**src/rtl/div_top_mod_if.sv**
```systemverilog
// Start/done handshake and operand/result bundle for the repeated-subtraction divider.
interface div_top_mod_if #(
  parameter int unsigned WIDTH = 16
);
  logic             start;
  logic [WIDTH-1:0] ain;
  logic [WIDTH-1:0] bin;
  logic [WIDTH-1:0] quotient;
  logic [WIDTH-1:0] remainder;
  logic             div_by_zero;
  logic             busy;
  logic             done;

  modport master (
    output start, ain, bin,
    input  quotient, remainder, div_by_zero, busy, done
  );

  modport slave (
    input  start, ain, bin,
    output quotient, remainder, div_by_zero, busy, done
  );
endinterface

```
**src/rtl/div_top_mod.sv**
```systemverilog
// Unsigned divider by repeated subtraction: one subtract per clock while R>=D.
// Optional feature macro DIV_REG_OUT_EN: hold results in dedicated output registers.
module div_top_mod #(
  parameter int unsigned WIDTH = 16
) (
  input  logic         clk,
  input  logic         resetn,
  div_top_mod_if.slave bus
);

  typedef enum logic [1:0] {IDLE, ITER, DONE} state_e;

  state_e           state_q, state_d;
  logic [WIDTH-1:0] r_q, d_q, q_q;
  logic             dbz_q;
  logic             finish;

  // Leaving ITER: divisor zero or remainder has dropped below the divisor.
  assign finish = (d_q == '0) || (r_q < d_q);

  always_ff @(posedge clk or negedge resetn) begin
    if (!resetn) state_q <= IDLE;
    else         state_q <= state_d;
  end

  always_comb begin
    state_d = state_q;
    case (state_q)
      IDLE:    if (bus.start) state_d = ITER;
      ITER:    if (finish)    state_d = DONE;
      DONE:    state_d = IDLE;
      default: state_d = IDLE;
    endcase
  end

  always_comb begin
    bus.busy = (state_q == ITER);
    bus.done = (state_q == DONE);
  end

  always_ff @(posedge clk or negedge resetn) begin
    if (!resetn) begin
      r_q   <= '0;
      d_q   <= '0;
      q_q   <= '0;
      dbz_q <= 1'b0;
    end else begin
      case (state_q)
        IDLE: begin
          if (bus.start) begin
            r_q   <= bus.ain;
            d_q   <= bus.bin;
            q_q   <= '0;
            dbz_q <= 1'b0;
          end
        end
        ITER: begin
          if (d_q == '0) begin
            dbz_q <= 1'b1;
            q_q   <= '0;
          end else if (r_q >= d_q) begin
            r_q <= r_q - d_q;
            q_q <= q_q + WIDTH'(1);
          end
        end
        default: ;
      endcase
    end
  end

`ifdef DIV_REG_OUT_EN
  logic [WIDTH-1:0] quot_q, rem_q;
  logic             dbz_out_q;

  // Load on the ITER->DONE edge; the working registers still hold pre-edge
  // values, so the divide-by-zero result is formed here rather than read back.
  always_ff @(posedge clk or negedge resetn) begin
    if (!resetn) begin
      quot_q    <= '0;
      rem_q     <= '0;
      dbz_out_q <= 1'b0;
    end else if (state_q == ITER && finish) begin
      quot_q    <= (d_q == '0) ? '0 : q_q;
      rem_q     <= r_q;
      dbz_out_q <= (d_q == '0);
    end
  end

  always_comb begin
    bus.quotient    = quot_q;
    bus.remainder   = rem_q;
    bus.div_by_zero = dbz_out_q;
  end
`else
  always_comb begin
    bus.quotient    = q_q;
    bus.remainder   = r_q;
    bus.div_by_zero = dbz_q;
  end
`endif

endmodule

```
**src/flat_wrapper.sv**
```systemverilog
// flat-port wrapper written by rule: the top's interface ports become plain ports
module div_top_mod_flat 
#(
  parameter int unsigned WIDTH = 16
)
  (clk, resetn, bus_start, bus_ain, bus_bin, bus_quotient, bus_remainder, bus_div_by_zero, bus_busy, bus_done);
  div_top_mod_if #(.WIDTH(WIDTH)) bus_i ();
  input  logic clk;
  input  logic resetn;
  input wire logic [$bits(bus_i.start)-1:0] bus_start;
  input wire logic [$bits(bus_i.ain)-1:0] bus_ain;
  input wire logic [$bits(bus_i.bin)-1:0] bus_bin;
  output wire logic [$bits(bus_i.quotient)-1:0] bus_quotient;
  output wire logic [$bits(bus_i.remainder)-1:0] bus_remainder;
  output wire logic [$bits(bus_i.div_by_zero)-1:0] bus_div_by_zero;
  output wire logic [$bits(bus_i.busy)-1:0] bus_busy;
  output wire logic [$bits(bus_i.done)-1:0] bus_done;
  assign bus_i.start = bus_start;
  assign bus_i.ain = bus_ain;
  assign bus_i.bin = bus_bin;
  assign bus_quotient = bus_i.quotient;
  assign bus_remainder = bus_i.remainder;
  assign bus_div_by_zero = bus_i.div_by_zero;
  assign bus_busy = bus_i.busy;
  assign bus_done = bus_i.done;
  div_top_mod #(.WIDTH(WIDTH)) u_core (.clk(clk), .resetn(resetn), .bus(bus_i));
endmodule
```
**config.mk**
```make
export PLATFORM = sky130hd
export DESIGN_NAME = div_top_mod_flat
export DESIGN_NICKNAME = d
export VERILOG_FILES = /design/src/rtl/div_top_mod_if.sv /design/src/rtl/div_top_mod.sv /design/src/flat_wrapper.sv
export SDC_FILE = /design/constraint.sdc
export NUM_CORES = 1
export LEC_CHECK = 0
export CAP_MARGIN = 20
export CORE_ASPECT_RATIO = 0.6
export CORE_UTILIZATION = 25
export DETAILED_ROUTE_END_ITERATION = 16
export PLACE_DENSITY = 0.46
export SLEW_MARGIN = 0
export SYNTH_ARGS = -nofsm -noshare
export SYNTH_HDL_FRONTEND = slang
export SYNTH_SLANG_ARGS = --single-unit
export TNS_END_PERCENT = 5
```
**constraint.sdc**
```tcl
create_clock -name clk -period 4.5 [get_ports clk]
set_input_delay 0.9 -clock clk [delete_from_list [all_inputs] [get_ports clk]]
set_output_delay 0.9 -clock clk [all_outputs]
set_load 0.005 [all_outputs]
```
# Word-level counts from Yosys, hierarchy flattened
# Cells that the tools add are included.
# W data, S select, Z words.
[word_totals]
input_bits = 35
output_inout_bits = 35
wordCells = 40
reg_bits = 51
[op_classes]
n_addsub = 2
n_eq_ne = 8
muxes = 14
n_reduce_logical = 9
n_lt_le_gt_ge = 2
[op_table]
columns = ["op", "count"]
rows = [
  ["$mux W16", 6],
  ["$pmux W16 S2", 2],
  ["$add A16 B1 Y16 const B", 1],
  ["$ge A16 B16 Y1", 1],
  ["$logic_not A16 Y1", 1],
  ["$lt A16 B16 Y1", 1],
  ["$sub A16 B16 Y16", 1],
  ["$ne A2 B1 Y1 const B", 3],
  ["$reduce_and A3 Y1", 2],
  ["$mux W2", 2],
  ["$ne A2 B2 Y1 const B", 2],
  ["$pmux W2 S2", 1],
  ["$reduce_and A2 Y1", 2],
  ["$reduce_and A4 Y1", 1],
  ["$ne A3 B1 Y1 const B", 1],
  ["$eq A2 B1 Y1 const B", 1],
  ["$eq A2 B2 Y1 const B", 1],
  ["$logic_not A2 Y1", 1],
  ["$mux W1", 2],
  ["$pmux W1 S2", 1],
  ["$reduce_bool A2 Y1", 1],
  ["$logic_or A1 B1 Y1", 1],
]

# Logic depth before layout (Yosys ltp)
[depth]
word_depth = 4
depth_mapped = 12
depth_no_buf = 10

# Worst setup path after synthesis
# No wires, ideal clock.
[synth_path]
path_kind = "register to register"
startpoint = "reg u_core.r_q[0], in the netlist u_core.bus.remainder[0]"
endpoint = "reg u_core.q_q[11], in the netlist u_core.bus.quotient[11]"
path_stages_with_launch = 11
setup_ns = 0.124
slack_ns = 2.045
period_less_slack_ns = 2.455
required_ns = 4.376
arrival_time_ns = 2.331
n_path_buf = 0
cell_sequence = "dfrtp_1 inv_1 ha_1 fa_1 nand2b_1 a21oi_1 o21ai_1 a31oi_4 nand3_1 o211a_1 a211o_1"
[synth_via]
elab_chain_cells = 3
[synth_rtl]
columns = ["item", "line", "source"]
rows = [
  ["from (decl)", "div_top_mod.sv:14", "logic [WIDTH-1:0] r_q, d_q, q_q;"],
  ["from (signal assigned)", "div_top_mod.sv:51", "r_q <= bus.ain;"],
  ["from (signal assigned)", "div_top_mod.sv:62", "r_q <= r_q - d_q;"],
  ["$ge A16 B16 Y1", "div_top_mod.sv:61", "end else if (r_q >= d_q) begin"],
  ["$ne A3 B1 Y1 (no source line)", "--", ""],
  ["$reduce_and A3 Y1 (no source line)", "--", ""],
  ["to (signal assigned)", "div_top_mod.sv:63", "q_q <= q_q + WIDTH'(1);"],
  ["to (decl)", "div_top_mod.sv:14", ""],
]
# No other way between the ends.
# A chain may end at the register's enable or synchronous reset.

# Final worst setup path
[layout_path]
startpoint = "reg u_core.r_q[0], in the netlist u_core.bus.remainder[0]"
endpoint = "reg u_core.r_q[0], in the netlist u_core.bus.remainder[0]"
[layout_via]
elab_chain_cells = 4
word_cells_on_any_way = 7
cone_classes = "add/sub: 1; order compare: 1; eq/ne: 1; mux: 3; reduce/logical: 1"
[layout_rtl]
columns = ["item", "line", "source"]
rows = [
  ["$sub A16 B16 Y16", "div_top_mod.sv:62", ""],
  ["$mux W16", "div_top_mod.sv:61", ""],
  ["$mux W16", "div_top_mod.sv:58", "if (d_q == '0) begin"],
  ["$pmux W16 S2", "div_top_mod.sv:48", "case (state_q)"],
]
# Several ways; a longest one is shown, not always the timed one. The select of a mux whose other input is x is not followed.

==> results_dict.tcl <==
set metrics [dict create \
    ir_worst_vdd_mv 0.245 \
    setup_tns_ns 0 \
    power_density_nw_per_um2 759 \
    critical_path_arrival_ns 3.23 \
    numCtsBuffers 5 \
    tightest_slew_ns 0.751 \
    viasPerCell 4.90 \
    whs_ns 0.523 \
    drv_slew 0 \
    async_flop_share_pct 100 \
    synth_area_um2 3170 \
    die_width_um 147 \
    syn-num-nets 420 \
    fin_skew_ns 0.00811 \
    n_antenna_cell 0 \
    core_um2 12200 \
    synthDominantCellAreaShare_pct 40.2 \
    ios 70 \
    worstPathMaxFanout 18 \
    cts_resized 0 \
    synth_top_family_by_area "compound AO/OA/AOI/OAI gates" \
    gr-total-overflow 0 \
    initial_core_util_pct 26.0 \
    cp-start-kind "flip-flop" \
    grt.busiest_layer "met1" \
    status "complete, no violations" \
    fmax_ghz 0.327 \
    die_y_um 89.3 \
    ctsLongestPathBuffers 2 \
    use_met2_pct 20.1 \
    synth_edf_count 0 \
    wl_per_cell_um 16.3 \
    drtIter0Drc 185 \
    postCtsHoldBufs 0 \
    dieArea_um2 13200 \
    synth-xor-area-share_pct 2.76 \
    dp_hpwl_um 7230 \
    nNetsFinal 483 \
    ant_nets 0 \
    postRouteWirelength_um 9660 \
    worstSetupEndpoint "u_core.bus.remainder[0]$_DFFE_PN0P_" \
    reg2reg_slack_ns 1.44 \
    crit_start "u_core.bus.remainder[0]$_DFFE_PN0P_" \
    clock-sinks 51 \
    grt_pass1_vias 2780 \
    post_synth_and_or_nand_nor_area_fraction_pct 18.8 \
    portBuffers 69 \
    yosys_warnings 0 \
    drv_cap 0 \
    hold_path_class "reg2reg" \
    path_clk_slew_ns 0.07 \
    area_delta_synth_final_pct 31.2 \
    finalHoldViolations 0 \
    synth_fa_ha_area_share_pct 7.33 \
    synthMuxAreaShare_pct 1.93 \
    ff2ff_path_depth 11 \
    end_kind "flip-flop" \
    ys_seq_area_share_pct 40.2 \
    num_rows 31 \
    cts_root_buf "clkbuf_16" \
    clkLatencyLatePin_ns 0.29 \
    postCtsSetupRepairBufs 0 \
    synth_top_area_cell "dfrtp_1" \
    placed_cell_area_um2 4040 \
    r2r_start "u_core.bus.remainder[0]$_DFFE_PN0P_" \
    design_area_um2 4160 \
    synth-seq-cells 51 \
    min_period_over_period_pct 68.0 \
    ys_types 53 \
    slew_headroom_pct 49.9 \
    ys.flop_type "dfrtp_1" \
    timing.rr.end "u_core.bus.remainder[0]$_DFFE_PN0P_" \
    grt_pass1_wl_um 15400 \
    grt_usage_pct 15.2 \
    drc 0 \
    h-tree-depth 2 \
    gp_congestion 0.768 \
    drive_gt1_share_pct 5.36 \
    fillers 1271 \
    rsz0062_at_grt "false" \
    grtUsageMet1_pct 24.7 \
    syn_area_per_cell_um2 8.65 \
    synth.area.top_cells "dfrtp_1 40%, o21ai_0 9.5%, ha_1 6.7%" \
    antenna_found_initial 0 \
    grt_util_met3_pct 3.67 \
    power.leakage_nw 1.78 \
    syn_inst 367 \
    synth_compound_area_share_pct 24.2 \
    drt-pass1-iter-count 4 \
    grt_start_max_net_pins 52 \
    crit_type "reg2reg" \
    dr_total_vias 2911 \
    post-route-min-period_ns 3.06 \
    finalSetupViolCount 0 \
    cp.required_ns 4.67 \
    tritoncts "built" \
]
==> stage by stage <==
stage / cells / utilization, % / power (W) / worst slack (ns)
after floorplan: 367 / - / 0.00213 / 2.05
after global placement: 588 / 33.0 / 0.00278 / 1.48
after detailed placement: 588 / 33.0 / 0.00278 / 1.44
after CTS: 594 / 34.1 / 0.00317 / 1.43
after global routing: 594 / 34.1 / 0.00348 / 1.14
final: 594 / 34.1 / 0.00316 / 1.44
==> sequential cells by signal, summed over array words and instances (netlist names) <==
signal	flops
u_core.d_q	16
u_core.state_q	2
u_core.bus.div_by_zero	1
u_core.bus.quotient	16
u_core.bus.remainder	16
==> synthesized netlist by cell type (all sizes together), types with 2 or more instances <==
cell,n
ha,17
a22oi,4
nor2,19
a41oi,5
o21ai,61
a21o,3
nand4b,4
o22ai,3
nand2b,3
inv,21
buf,7
xor2,7
o31a,2
and3,8
dfrtp,51
mux2i,5
a211oi,3
clkbuf,10
and2,5
xnor2,3
nand4,3
nor2b,2
o21a,8
nor3,5
nand2,52
a31oi,5
nand3,5
a21oi,24
nor4,5
==> cell usage in the layout, fill, tap and decap left out, types with 3 or more instances in the layout <==
cell type         n
o21a_1            8
clkbuf_16         5
inv_1            20
xnor2_1           3
ha_1             17
and2_1            4
buf_4             4
a41oi_1           5
a211oi_1          3
clkdlybuf4s50_1  68
a21o_1            3
nand2b_1          3
and3_4            3
dfrtp_1          51
xor2_1            7
o21ai_0          60
nand2_1          52
a22oi_1           4
mux2i_1           5
nor4_1            5
nand3_1           5
and3_1            5
nor3_1            5
nand4b_1          4
nor2_1           19
a21oi_1          24
a31oi_1           4
==> worst min path at each step <==
stage	start	to	slack, ns	cells past startpoint
after floorplan	u_core.bus.quotient[9]$_DFFE_PN0P_	u_core.bus.quotient[9]$_DFFE_PN0P_	0.50	1
after global placement	u_core.bus.quotient[9]$_DFFE_PN0P_	u_core.bus.quotient[9]$_DFFE_PN0P_	0.51	1
after detailed placement	u_core.bus.remainder[5]$_DFFE_PN0P_	u_core.bus.remainder[5]$_DFFE_PN0P_	0.52	2
after CTS	u_core.bus.remainder[5]$_DFFE_PN0P_	u_core.bus.remainder[5]$_DFFE_PN0P_	0.53	2
after global routing	u_core.bus.remainder[6]$_DFFE_PN0P_	u_core.bus.remainder[6]$_DFFE_PN0P_	0.56	2
final	u_core.bus.remainder[3]$_DFFE_PN0P_	u_core.bus.remainder[3]$_DFFE_PN0P_	0.52	2
==> cell families (layout without fill, tap and decap cells) <==
kind of cell,count (synthesis),after routing
buf+inv,38,100
fa+ha+maj,18,18
flops,51,51
compound gates,127,127
simple gates,117,117
xor+xnor,10,10
mux,6,6
==> cell type report <==
type                       count  area (um2)  area share, %
multi-input combinational    278        1760           42.2
sequential                    51        1280           30.6
timing repair buffer          73         716           17.2
clock buffer                   6         129           3.09
tap                          165         206           4.96
inverter                      21        78.8           1.89
==> routing by layer <==
metal  up-vias  routed length, um
met3         2                475
met2        59               3590
met1      1409               5580
met5         -                  0
li1       1441                  -
met4         0                 21
==> report_power, final <==
group          internal (W)  switching, W  total, W
Clock              0.000201      0.000164  0.000365
Combinational      0.000833       0.00119   0.00203
Sequential         0.000625      0.000144  0.000769
==> worst max-delay path: stages, from the launching register on <==
cell	delay [ns]
dfrtp_1	0.34
inv_1	0.06
ha_1	0.22
fa_1	0.38
nand2b_1	0.19
a21oi_1	0.18
o21ai_1	0.13
a31oi_4	0.50
o22ai_2	0.37
buf_4	0.30
a211oi_1	0.21
a21oi_1	0.06
Note: power is estimated with default switching activity, not from simulation.
